File: src/rtl/regfile_writeback_pkg.sv
// Shared types for the register-file write-back slice.
package regfile_writeback_pkg;

    localparam int XLEN       = 32;
    localparam int REG_ADDR_W = 5;
    localparam logic [REG_ADDR_W-1:0] ZERO_REG = 5'd0;

    typedef struct packed {
        logic [REG_ADDR_W-1:0] rd;
        logic [XLEN-1:0]       value;
    } wb_entry_t;

endpackage

File: src/rtl/wb_result_fifo.sv
// Small circular buffer holding long-latency results until the write port is free.
module wb_result_fifo
    import regfile_writeback_pkg::*;
#(
    parameter int DEPTH = 2
) (
    input  logic      clk,
    input  logic      rst,
    input  logic      push,
    input  wb_entry_t push_data,
    input  logic      pop,
    output wb_entry_t head,
    output logic      full,
    output logic      empty
);

    localparam int PW = $clog2(DEPTH);
    localparam int CW = PW + 1;

    wb_entry_t         mem [DEPTH];
    logic [PW-1:0]     wr_ptr;
    logic [PW-1:0]     rd_ptr;
    logic [CW-1:0]     count;
    logic              do_push;
    logic              do_pop;

    assign full    = (count == CW'(DEPTH));
    assign empty   = (count == '0);
    assign do_push = push && !full;
    assign do_pop  = pop && !empty;
    assign head    = mem[rd_ptr];

    // DEPTH is a power of two, so the pointers wrap naturally.
    always_ff @(posedge clk) begin
        if (rst) begin
            wr_ptr <= '0;
            rd_ptr <= '0;
            count  <= '0;
        end else begin
            if (do_push) wr_ptr <= wr_ptr + 1'b1;
            if (do_pop)  rd_ptr <= rd_ptr + 1'b1;
            if (do_push && !do_pop)      count <= count + 1'b1;
            else if (do_pop && !do_push) count <= count - 1'b1;
        end
    end

    always_ff @(posedge clk) begin
        if (do_push) mem[wr_ptr] <= push_data;
    end

endmodule

File: src/rtl/regfile_writeback.sv
// Register-file write port: ALU/LSU arbitration, pending-write scoreboard, optional operand bypass.
// Define WB_BYPASS_EN to forward the in-flight write value onto op1/op2 instead of stalling.
module regfile_writeback
    import regfile_writeback_pkg::*;
#(
    parameter int FIFO_DEPTH = 2
) (
    input  logic                  clk,
    input  logic                  rst,
    input  logic                  alu_valid,
    input  logic [REG_ADDR_W-1:0] alu_rd,
    input  logic [XLEN-1:0]       alu_value,
    input  logic                  lsu_valid,
    output logic                  lsu_ready,
    input  logic [REG_ADDR_W-1:0] lsu_rd,
    input  logic [XLEN-1:0]       lsu_value,
    input  logic                  issue_long,
    input  logic [REG_ADDR_W-1:0] issue_rd,
    input  logic [REG_ADDR_W-1:0] src1_num,
    input  logic [REG_ADDR_W-1:0] src2_num,
    input  logic [XLEN-1:0]       regdata1,
    input  logic [XLEN-1:0]       regdata2,
    output logic                  src1_busy,
    output logic                  src2_busy,
    output logic [XLEN-1:0]       op1,
    output logic [XLEN-1:0]       op2,
    output logic [REG_ADDR_W-1:0] dstreg_num,
    output logic [XLEN-1:0]       write_value,
    output logic                  reg_we
);

    wb_entry_t   fifo_head;
    wb_entry_t   winner;
    logic        fifo_full;
    logic        fifo_empty;
    logic        fifo_pop;
    logic        win_valid;
    logic [31:0] pending;
    logic        match1;
    logic        match2;
    logic        haz1;
    logic        haz2;

    wb_result_fifo #(.DEPTH(FIFO_DEPTH)) u_fifo (
        .clk       (clk),
        .rst       (rst),
        .push      (lsu_valid),
        .push_data ('{rd: lsu_rd, value: lsu_value}),
        .pop       (fifo_pop),
        .head      (fifo_head),
        .full      (fifo_full),
        .empty     (fifo_empty)
    );

    assign lsu_ready = !fifo_full;

    // Strict ALU priority: the buffer only drains on ALU-idle cycles.
    assign fifo_pop  = !alu_valid && !fifo_empty;
    assign win_valid = alu_valid || !fifo_empty;
    assign winner    = alu_valid ? '{rd: alu_rd, value: alu_value} : fifo_head;

    always_ff @(posedge clk) begin
        if (rst) begin
            reg_we      <= 1'b0;
            dstreg_num  <= ZERO_REG;
            write_value <= '0;
            pending     <= '0;
        end else begin
            reg_we <= win_valid && (winner.rd != ZERO_REG);
            if (win_valid) begin
                dstreg_num  <= winner.rd;
                write_value <= winner.value;
            end
            // Set after clear so a same-register reissue stays pending.
            for (int r = 1; r < 32; r++) begin
                if (fifo_pop && fifo_head.rd == REG_ADDR_W'(r)) pending[r] <= 1'b0;
                if (issue_long && issue_rd == REG_ADDR_W'(r))  pending[r] <= 1'b1;
            end
        end
    end

    assign match1 = reg_we && (dstreg_num == src1_num) && (src1_num != ZERO_REG);
    assign match2 = reg_we && (dstreg_num == src2_num) && (src2_num != ZERO_REG);

`ifdef WB_BYPASS_EN
    assign haz1 = 1'b0;
    assign haz2 = 1'b0;
    assign op1  = match1 ? write_value : regdata1;
    assign op2  = match2 ? write_value : regdata2;
`else
    assign haz1 = match1;
    assign haz2 = match2;
    assign op1  = regdata1;
    assign op2  = regdata2;
`endif

    assign src1_busy = pending[src1_num] | haz1;
    assign src2_busy = pending[src2_num] | haz2;

endmodule

File: config.mk
export PLATFORM = sky130hd
export DESIGN_NAME = regfile_writeback
export DESIGN_NICKNAME = d
export VERILOG_FILES = /design/src/rtl/regfile_writeback_pkg.sv /design/src/rtl/wb_result_fifo.sv /design/src/rtl/regfile_writeback.sv
export SDC_FILE = /design/constraint.sdc
export NUM_CORES = 1
export LEC_CHECK = 0
export ABC_CLOCK_PERIOD_IN_PS = 2600
export CORE_ASPECT_RATIO = 1.1
export CORE_MARGIN = 3
export CORE_UTILIZATION = 40
export DETAILED_ROUTE_END_ITERATION = 8
export HOLD_SLACK_MARGIN = 0.12
export PLACE_DENSITY = 0.76
export SLEW_MARGIN = 20
export SYNTH_ARGS = -nofsm -noshare
export SYNTH_HDL_FRONTEND = slang
export SYNTH_SLANG_ARGS = --single-unit
File: constraint.sdc
create_clock -name clk -period 2.6 [get_ports clk]
set_input_delay 0.39 -clock clk [delete_from_list [all_inputs] [get_ports clk]]
set_output_delay 0.39 -clock clk [all_outputs]
set_load 0.01 [all_outputs]
==> reports/results.tsv, run 1 <==
stage	metric	value	unit
synth	ys_top_cells_by_area	edfxtp_1 32%, dfxtp_1 21%, buf_4 7.0%	
worst_setup_path	cp.required	2.21	ns
run	maxCapViolations	0	
clock_tree	clock_latency	0.42	ns
drt	drtIter0Drc	393	
drt	vias	5385	
sta	finalHoldViolations	0	
sta	skew	0.00985	ns
finish	ff_latch_area	3700	um2
power	ir_worst_vdd	516	uV
floorplan	die_area	19300	um2
global_routing	grtUsageTotal	19.0	%
global_routing	grt_max_degree	35	
synth	syn_area_per_cell	10.3	um2
synth	syn_inst	686	
finish	layout-drive-gt1-share	12.2	%
power	power.switching	2.12	mW
finish	area_growth	26.3	%
sta	max_slew_margin	56.4	%
floorplan	io_pins	263	
synth	synth_top_area_cell	edfxtp_1	
sta	slew_violations	0	
global_routing	grt_pass1_vias	5519	
drt	wl_per_cell	18.1	um
clock_tree	clock_sinks	148	
clock_tree	root_buffer	clkbuf_16	
drt	remaining_drc_errors	0	
worst_setup_path	end_kind	output pin	
sta	setup_viol	0	
drt	first_pass_iters	6	
synth	synth-async-reset-ratio	0	%
power	seq_power_share	42.2	%
synth	yosys.cell_count.top_type	nand2_1	
floorplan	coreArea	17100	um2
drt	wl_met2	9480	um
synth	yosys-top-cells-count	107 x nand2_1, 74 x dfxtp_1, 74 x edfxtp_1, 66 x buf_4, 61 x a21oi_1	
power	powerDensity	802	nW/um2
sta	clock.fmax	401	MHz
global_routing	antenna_found_initial	3	
placement	globalplace.congestion	0.882	
worst_setup_path	arrival	2.11	ns
worst_setup_path	critPathMaxFanout	4	
synth	ys_seq_area_share	52.5	%
synth	ys.flop_type	edfxtp_1	
synth	netlist_area	7050	um2
clock_tree	numCtsBuffers	17	
finish	fin_cells	1024	
placement	dpl.hpwl	13700	um
clock_tree	cts_buffer_depth	2	
min_path	min_path_cells	2	
finish	fin_util	52.0	%
finish	multiInputGateArea	2660	um2
power	clockPowerShare	32.1	%
drt	route.detailed.vias_per_inst	5.26	
synth	synth_edf_count	74	
synth	yosys.cell_types.count	51	
drt	routedLengthMet1	6660	um
power	cellInternalPower	5.03	mW
min_path	hold_class	reg2reg	
sta	tightest_slew	0.653	ns
clock_tree	htreeDepth	4	
floorplan	die_x	133	um
synth	ys_seq_elements	148	
drt	maxUsedRoutingLayer	met5	
clock_tree	tritoncts	done	
worst_setup_path	path_class	in2out	
power	swShare	29.6	%
status	status	finished clean	
drt	drtAntennaViolNets	0	
sta	timing.final.crit_share	96.0	%
worst_setup_path	r2r_cells	5	
placement	io_buffers	134	
drt	totalWireLength	18600	um
synth	syn_nets	845	
floorplan	initial_core_util	41.2	%
sta	rsz0062_at_grt	no	
global_routing	grt_pass1_wl	28800	um
placement	placed_cells	988	
finish	final_nets	933	
floorplan	rows	50	
floorplan	die_h	145	um
synth	ys_warn_count	0	
synth	synth_top_area_share	31.5	%
power	leakage	3.21	nW
worst_setup_path	critPathLaunchType	primary input	
sta	period_needed	2.50	ns
drt	wl_met3	1290	um
clock_tree	path_clk_slew	0.06	ns
global_routing	overflow	0	
power	pwr-share-comb	25.7	%
finish	nFillCells	1545	
==> cell type report <==
type	instances	area share, %
antenna	3	0.0842
inverter	7	0.295
clock buffer	20	5.01
multi-input combinational	429	29.9
sequential	148	41.6
timing repair buffer	171	18.7
clock inverter	12	1.21
tap	234	3.29
==> logic make-up after synthesis <==
group / share of synthesized area [%]
and+or+nand+nor: 12.6
buffers and inverters: 10.1
DFF: 52.5
AOI/OAI and AO/OA: 12.9
xor gates and xnor gates: 1.49
adders and majority gates: 0.177
muxes: 10.3
==> repair_timing <==
action / CTS / global route
endpoints found under the hold margin: 0 / 0
hold buffers: 0 / 0
setup buffers: 0 / 0
cloned: 1 / 0
gates resized for setup: 9 / 4
setup endpoints to repair: 2 / 2
==> registers in the layout (all words and copies together), names as in the netlist, named ones only <==
| register | flops |
|---|---|
| reg_we | 1 |
| u_fifo.mem | 74 |
| u_fifo.count | 2 |
| dstreg_num | 5 |
| pending | 31 |
| u_fifo.rd_ptr | 1 |
| u_fifo.wr_ptr | 1 |
| write_value | 32 |
==> per-stage QoR <==
stage	setup WS [ns]	area, um2	hold slack [ns]	TNS, ns	total power [mW]
after floorplan	0.494	7060	0.461	0	4.19
after global routing	0.0210	8910	0.464	0	7.49
final	0.104	8910	0.451	0	7.15
after CTS	0.0410	8890	0.452	0	7.20
after global placement	-0.441	8300	0.438	-0.743	4.87
after detailed placement	-0.457	8300	0.444	-0.764	4.90
==> layout by cell type, fill, tap and decap left out, types with 3 or more instances in the layout <==
cell type / n
nand2_1: 107
buf_4: 34
mux4_1: 3
o22ai_1: 3
o2111ai_1: 3
a22oi_1: 4
mux4_2: 3
diode_2: 3
clkbuf_16: 17
clkdlybuf4s50_1: 126
inv_1: 7
nor2_1: 29
mux2i_1: 43
o21ai_0: 56
nand3_1: 10
a32oi_1: 3
clkinv_2: 4
or3_1: 3
a222oi_1: 11
clkinvlp_4: 3
nand2b_1: 15
edfxtp_1: 74
nor2b_1: 10
mux2_2: 13
dfxtp_1: 73
a21oi_1: 61
nor3_1: 10
xor2_1: 10
==> worst paths after layout <==
| check | startpoint | to | slack [ns] |
|---|---|---|---|
| worst max-delay path | src2_num[2] | src2_busy | 0.10 |
| worst min-delay path | write_value[30] | write_value[30] | 0.45 |
| worst max register to register | flop | pending[11] | 0.64 |
| worst min register to register | write_value[30] | write_value[30] | 0.45 |
==> worst max-delay path: stages <==
cell             delay, ns
clkdlybuf4s50_1       0.46
buf_4                 0.17
a2111oi_1             0.36
o22ai_1               0.14
or3_1                 0.33
clkdlybuf4s15_2       0.26
==> per-layer routing <==
layer,GRT usage [%],vias up
met5,0,-
met4,12.2,2
met3,5.76,102
met2,33.3,214
met1,19.6,2490
li1,-,2577
==> power groups by stage <==
stage / Combinational, mW / Clock (mW) / Sequential [mW]
finish: 1.84 / 2.29 / 3.02
global route: 2.01 / 2.43 / 3.05
CTS: 1.86 / 2.32 / 3.01
detailed placement: 1.84 / 0 / 3.06
global placement: 1.82 / 0 / 3.05
floorplan: 1.14 / 0 / 3.05
Power figures use the tool's default switching activity.
==> run 2, diff against run 1 <==
--- a/config.mk
+++ b/config.mk
@@ -11,6 +11,7 @@
 export CORE_UTILIZATION = 40
 export DETAILED_ROUTE_END_ITERATION = 8
 export HOLD_SLACK_MARGIN = 0.12
+export MAX_ROUTING_LAYER = met4
 export PLACE_DENSITY = 0.76
 export SLEW_MARGIN = 20
 export SYNTH_ARGS = -nofsm -noshare
==> reports/results.tsv, run 2 (synthesis results as in run 1) <==
stage	metric	value	unit	change
finish	layout-drive-gt1-share	11.4	%	was 12.2%
worst_setup_path	end_kind	output pin		unchanged
clock_tree	htreeDepth	4		unchanged
clock_tree	clock_sinks	148		unchanged
clock_tree	root_buffer	clkbuf_16		unchanged
global_routing	grt_max_degree	61		was 35
floorplan	coreArea	17100	um2	unchanged
finish	nFillCells	1536		was 1545
global_routing	grtUsageTotal	19.5	%	was 19.0%
power	leakage	3.16	nW	was 3.21 nW
finish	layout_commonest_cell	clkdlybuf4s50_1		unchanged
sta	postLayoutSetupSlackWorst	0.112	ns	was 0.104 ns
floorplan	initial_core_util	41.2	%	unchanged
global_routing	antenna_found_initial	0		was 3
sta	max_slew_margin	57.0	%	was 56.4%
min_path	hold_class	in2reg		was reg2reg
placement	placed_cell_area	8260	um2	was 8300 um2
status	status	finished clean		unchanged
finish	top_register	u_fifo.mem		unchanged
worst_setup_path	cp.required	2.21	ns	about the same
floorplan	io_pins	263		unchanged
global_routing	grt_pass1_wl	28600	um	was 28800 um
power	finalPower	7.10	mW	was 7.15 mW
worst_setup_path	crit_buf_inv	1		was 3
drt	wl_per_cell	17.9	um	was 18.1 um
sta	setup_viol	0		unchanged
drt	vias	5297		was 5385
drt	remaining_drc_errors	0		unchanged
drt	totalWireLength	18100	um	was 18600 um
sta	finalHoldViolations	0		unchanged
finish	top_regs	u_fifo.mem (74), write_value (32), pending (31)		unchanged
drt	first_pass_iters	5		was 6
clock_tree	path_clk_slew	0.06	ns	about the same
finish	largest_reg_flops	74		unchanged
clock_tree	clock_latency	0.42	ns	about the same
placement	pre_cts_slack	-0.493	ns	was -0.457 ns
global_routing	overflow	0		unchanged
sta	skew	0.0148	ns	was 0.00985 ns
worst_setup_path	slowest_stage	mux4_1		was clkdlybuf4s50_1
worst_setup_path	crit_path_cell_trace	mux4_1 -> mux2i_1 -> o31a_1 -> nand4_1 -> dlygate4sd2_1		was clkdlybuf4s50_1 -> buf_4 -> a2111oi_1 -> o22ai_1 -> or3_1 -> clkdlybuf4s15_2
placement	globalplace.congestion	0.886		was 0.882
sta	period_needed	2.49	ns	was 2.50 ns
drt	drtAntennaViolNets	0		unchanged
drt	drtIter0Drc	379		was 393
sta	tightest_slew	0.645	ns	was 0.653 ns
sta	slew_violations	0		unchanged
worst_setup_path	critPathLaunchType	flop		was primary input
finish	n_antenna_cell	0		was 3
placement	dpl.hpwl	13500	um	was 13700 um
worst_setup_path	slowest_delay	0.50	ns	was 0.46 ns
worst_setup_path	cp_top_family	multiplexers		was buffers and inverters
run	maxCapViolations	0		unchanged
finish	area_growth	25.4	%	was 26.3%
sta	rsz0062_at_grt	no		unchanged
clock_tree	numCtsBuffers	17		unchanged
floorplan	rows	50		unchanged
worst_setup_path	r2r_cells	5		unchanged
global_routing	grt_pass1_vias	5342		was 5519
finish	final_nets	926		was 933
floorplan	die_x	133	um	unchanged
finish	final_cell_mix	126 x clkdlybuf4s50_1, 107 x nand2_1, 74 x edfxtp_1		unchanged
floorplan	die_h	145	um	unchanged
worst_setup_path	critPathMaxFanout	3		was 4
sta	clock.fmax	402	MHz	was 401 MHz
worst_setup_path	rrSetupSlack	0.74	ns	was 0.64 ns
drt	route.detailed.vias_per_inst	5.22		was 5.26
worst_setup_path	arrival	2.10	ns	was 2.11 ns
sta	timing.final.crit_share	95.7	%	was 96.0%
clock_tree	cts_buffer_depth	2		unchanged
min_path	min_path_cells	3		was 2
power	ir_worst_vdd	473	uV	was 516 uV
finish	fin_util	51.6	%	was 52.0%
worst_setup_path	cp.depth	5		was 6
worst_setup_path	path_class	reg2out		was in2out
power	powerDensity	803	nW/um2	was 802 nW/um2
finish	finalInstanceArea	8850	um2	was 8910 um2
sta	fin_hold_ws	0.449	ns	was 0.451 ns
clock_tree	tritoncts	done		unchanged
floorplan	die_area	19300	um2	unchanged
placement	io_buffers	134		unchanged
[run 2: cell count changes in the layout (fill, tap and decap cells not counted), sizes merged]
cell           previous run  this run
buf                      38        31
bufinv                    1         0
clkbuf                   20        18
clkdlybuf4s15             2         1
diode                     3         0
dlygate4sd2               2         4
dlymetal6s2s              2         0
inv                       9        13
[run 2: metrics by stage]
stage,TNS [ns],instances
floorplan,0,686
global placement,-0.800,980
detailed placement,-0.852,980
CTS,0,1014
global route,0,1014
finish,0,1014
[run 2: worst paths after layout]
| check | startpoint | end |
|---|---|---|
| max | pending[15] | src1_busy |
| min reg2reg | write_value[31] | write_value[31] |
| min | alu_valid | write_value[1] |
| max reg2reg | flop | pending[11] |
[run 2: worst min-delay path: stages]
cell and delay (ns):
buf_2 0.22, a222oi_1 0.14, nor2_1 0.08
[run 2: routing by layer]
metal  GRT usage (%)  vias to the layer above  share of wire [%]
met5               -                        -                  0
met3            4.89                      116                6.3
met2            32.4                      215                 50
li1                -                     2557                  -
met1            20.7                     2409                 37
met4            12.4                        0                6.6
[run 2: what timing repair did]
item,in CTS,in global routing
resized for setup,9,4
setup buffers,1,0
hold buffers,0,0
gates cloned,1,0
endpoints found under the setup margin,2,2
[run 2: area by class of cell]
| cell class | count | area [um2] | share of cell area, % |
|---|---|---|---|
| clock buffer | 17 | 425 | 4.81 |
| clock inverter | 15 | 124 | 1.40 |
| inverter | 7 | 26.3 | 0.297 |
| multi-input combinational | 429 | 2670 | 30.1 |
| sequential | 148 | 3700 | 41.9 |
| tap | 234 | 293 | 3.31 |
| timing repair buffer | 164 | 1610 | 18.2 |
[run 2: power by group]
part           internal, mW  switching, mW  total [mW]
sequential             2.82          0.203        3.02
combinational         0.872          0.955        1.83
clock                  1.24           1.01        2.25
total                  4.93           2.17        7.10
==> run 3, diff against run 2 <==
--- a/config.mk
+++ b/config.mk
@@ -6,13 +6,15 @@
 export NUM_CORES = 1
 export LEC_CHECK = 0
 export ABC_CLOCK_PERIOD_IN_PS = 2600
+export CELL_PAD_IN_SITES_DETAIL_PLACEMENT = 0
+export CELL_PAD_IN_SITES_GLOBAL_PLACEMENT = 2
 export CORE_ASPECT_RATIO = 1.1
 export CORE_MARGIN = 3
-export CORE_UTILIZATION = 40
+export CORE_UTILIZATION = 24
 export DETAILED_ROUTE_END_ITERATION = 8
 export HOLD_SLACK_MARGIN = 0.12
 export MAX_ROUTING_LAYER = met4
-export PLACE_DENSITY = 0.76
+export PLACE_DENSITY_LB_ADDON = 0.1
 export SLEW_MARGIN = 20
 export SYNTH_ARGS = -nofsm -noshare
 export SYNTH_HDL_FRONTEND = slang
==> reports/results.tsv, run 3 (synthesis results as in run 1) <==
stage	metric	value	unit	change
worst_setup_path	end_kind	output pin		unchanged
placement	dpl.hpwl	15900	um	was 13500 um
sta	period_needed	2.42	ns	was 2.49 ns
finish	layout_commonest_cell	clkdlybuf4s50_1		unchanged
placement	io_buffers	134		unchanged
finish	nFillCells	3022		was 1536
worst_setup_path	slowest_stage	dlygate4sd2_1		was mux4_1
placement	globalplace.congestion	0.767		was 0.886
sta	fin_hold_ws	0.450	ns	was 0.449 ns
run	maxCapViolations	0		unchanged
clock_tree	root_buffer	clkbuf_16		unchanged
sta	max_slew_margin	59.4	%	was 57.0%
global_routing	overflow	0		unchanged
sta	setup_viol	0		unchanged
sta	rsz0062_at_grt	no		unchanged
finish	layout-drive-gt1-share	12.5	%	was 11.4%
floorplan	coreArea	28800	um2	was 17100 um2
clock_tree	tritoncts	done		unchanged
clock_tree	cts_setup_buffers	0		was 1
floorplan	initial_core_util	24.5	%	was 41.2%
sta	clock.fmax	413	MHz	was 402 MHz
floorplan	die_h	186	um	was 145 um
global_routing	grt_pass1_vias	5651		was 5342
finish	largest_reg_flops	74		unchanged
min_path	hold_class	in2reg		unchanged
floorplan	die_area	31500	um2	was 19300 um2
finish	top_regs	u_fifo.mem (74), write_value (32), pending (31)		unchanged
sta	slew_violations	0		unchanged
worst_setup_path	slowest_delay	0.42	ns	was 0.50 ns
sta	skew	0.0141	ns	was 0.0148 ns
sta	timing.final.crit_share	93.2	%	was 95.7%
clock_tree	path_clk_slew	0.07	ns	was 0.06 ns
finish	fin_cells	1154		was 1014
floorplan	io_pins	263		unchanged
worst_setup_path	critPathMaxFanout	6		was 3
global_routing	grt_max_degree	75		was 61
drt	totalWireLength	21500	um	was 18100 um
clock_tree	clock_sinks	148		unchanged
floorplan	rows	65		was 50
clock_tree	cts_buffer_depth	2		unchanged
global_routing	grt_pass1_wl	32600	um	was 28600 um
power	leakage	3.21	nW	was 3.16 nW
worst_setup_path	arrival	2.03	ns	was 2.10 ns
status	status	finished clean		unchanged
drt	first_pass_iters	5		unchanged
worst_setup_path	cp.required	2.21	ns	about the same
global_routing	antenna_found_initial	3		was 0
clock_tree	numCtsBuffers	17		unchanged
finish	top_register	u_fifo.mem		unchanged
finish	final_nets	929		was 926
drt	drtIter0Drc	270		was 379
sta	tightest_slew	0.608	ns	was 0.645 ns
sta	finalHoldViolations	0		unchanged
clock_tree	clock_latency	0.42	ns	about the same
worst_setup_path	crit_buf_inv	2		was 1
finish	area_growth	28.8	%	was 25.4%
worst_setup_path	crit_path_cell_trace	dlygate4sd2_1 -> and2_4 -> a22o_1 -> a221o_1 -> o22ai_1 -> or3_1 -> dlygate4sd2_1		was mux4_1 -> mux2i_1 -> o31a_1 -> nand4_1 -> dlygate4sd2_1
worst_setup_path	critPathMostFrequentCell	dlygate4sd2_1		
power	powerDensity	807	nW/um2	was 803 nW/um2
placement	placed_cells	1118		was 980
clock_tree	htreeDepth	4		unchanged
clock_tree	hold_buffers	0		unchanged
finish	final_cell_mix	124 x clkdlybuf4s50_1, 107 x nand2_1, 74 x edfxtp_1		was 126 x clkdlybuf4s50_1, 107 x nand2_1, 74 x edfxtp_1
worst_setup_path	cp_top_family	buffers and inverters		was multiplexers
drt	remaining_drc_errors	0		unchanged
floorplan	die_x	169	um	was 133 um
global_routing	grtUsageTotal	14.1	%	was 19.5%
power	ir_worst_vdd	402	uV	was 473 uV
worst_setup_path	critPathLaunchType	primary input		was flop
drt	wl_per_cell	18.6	um	was 17.9 um
drt	drtAntennaViolNets	0		unchanged
drt	route.detailed.vias_per_inst	4.61		was 5.22
drt	vias	5315		was 5297
worst_setup_path	path_class	in2out		was reg2out
[run 3: repair_timing]
action | 4_1_cts | 5_1_grt
gates cloned | 1 | 0
resized for setup | 14 | 9
setup endpoints to repair | 2 | 1
[run 3: final cells by class]
cell class,instances,area [um2],share of cell area [%]
Timing Repair Buffer,167,1630,17.9
Clock inverter,14,140,1.54
Clock buffer,18,429,4.72
Inverter,7,26.3,0.289
Sequential cell,148,3710,40.8
Multi-Input combinational cell,429,2690,29.6
Tap cell,368,460,5.07
Antenna cell,3,7.51,0.0826
[run 3: per-layer routing]
metal | vias to the layer above | global-route usage, % | part of all wire [%]
li1 | 2566 | - | -
met1 | 2532 | 15.9 | 41
met2 | 181 | 23.8 | 50
met3 | 36 | 4.31 | 6.0
met4 | 0 | 4.68 | 2.1
met5 | - | - | 0
[run 3: tightest hold or removal path, cell delays in order]
cell	delay [ns]
buf_2	0.12
buf_12	0.21
nor2_1	0.12
[run 3: per-stage QoR]
stage               worst slack [ns]  utilization (%)  setup TNS, ns  power (mW)  area (um2)
finish                         0.178             31.6              0        7.33        9080
global placement              -0.403             29.3         -0.732        4.96        8440
CTS                           0.0147             31.4              0        7.45        9050
floorplan                      0.494                -              0        4.19        7060
global route                  0.0493             31.6              0        7.75        9080
detailed placement            -0.424             29.3         -0.766        4.99        8440
[run 3: path summary, 6_finish.rpt]
check,start,end,slack (ns),cells after the start
max,src2_num[2],src2_busy,0.18,7
min,rst,write_value[4],0.45,3
min reg2reg,write_value[13],write_value[13],0.45,2
max reg2reg,flop,pending[3],0.74,5
[run 3: report_power, final]
part,internal (mW),switching (mW),total [mW]
sequential,2.82,0.211,3.03
combinational,0.869,1.02,1.89
clock,1.35,1.06,2.41
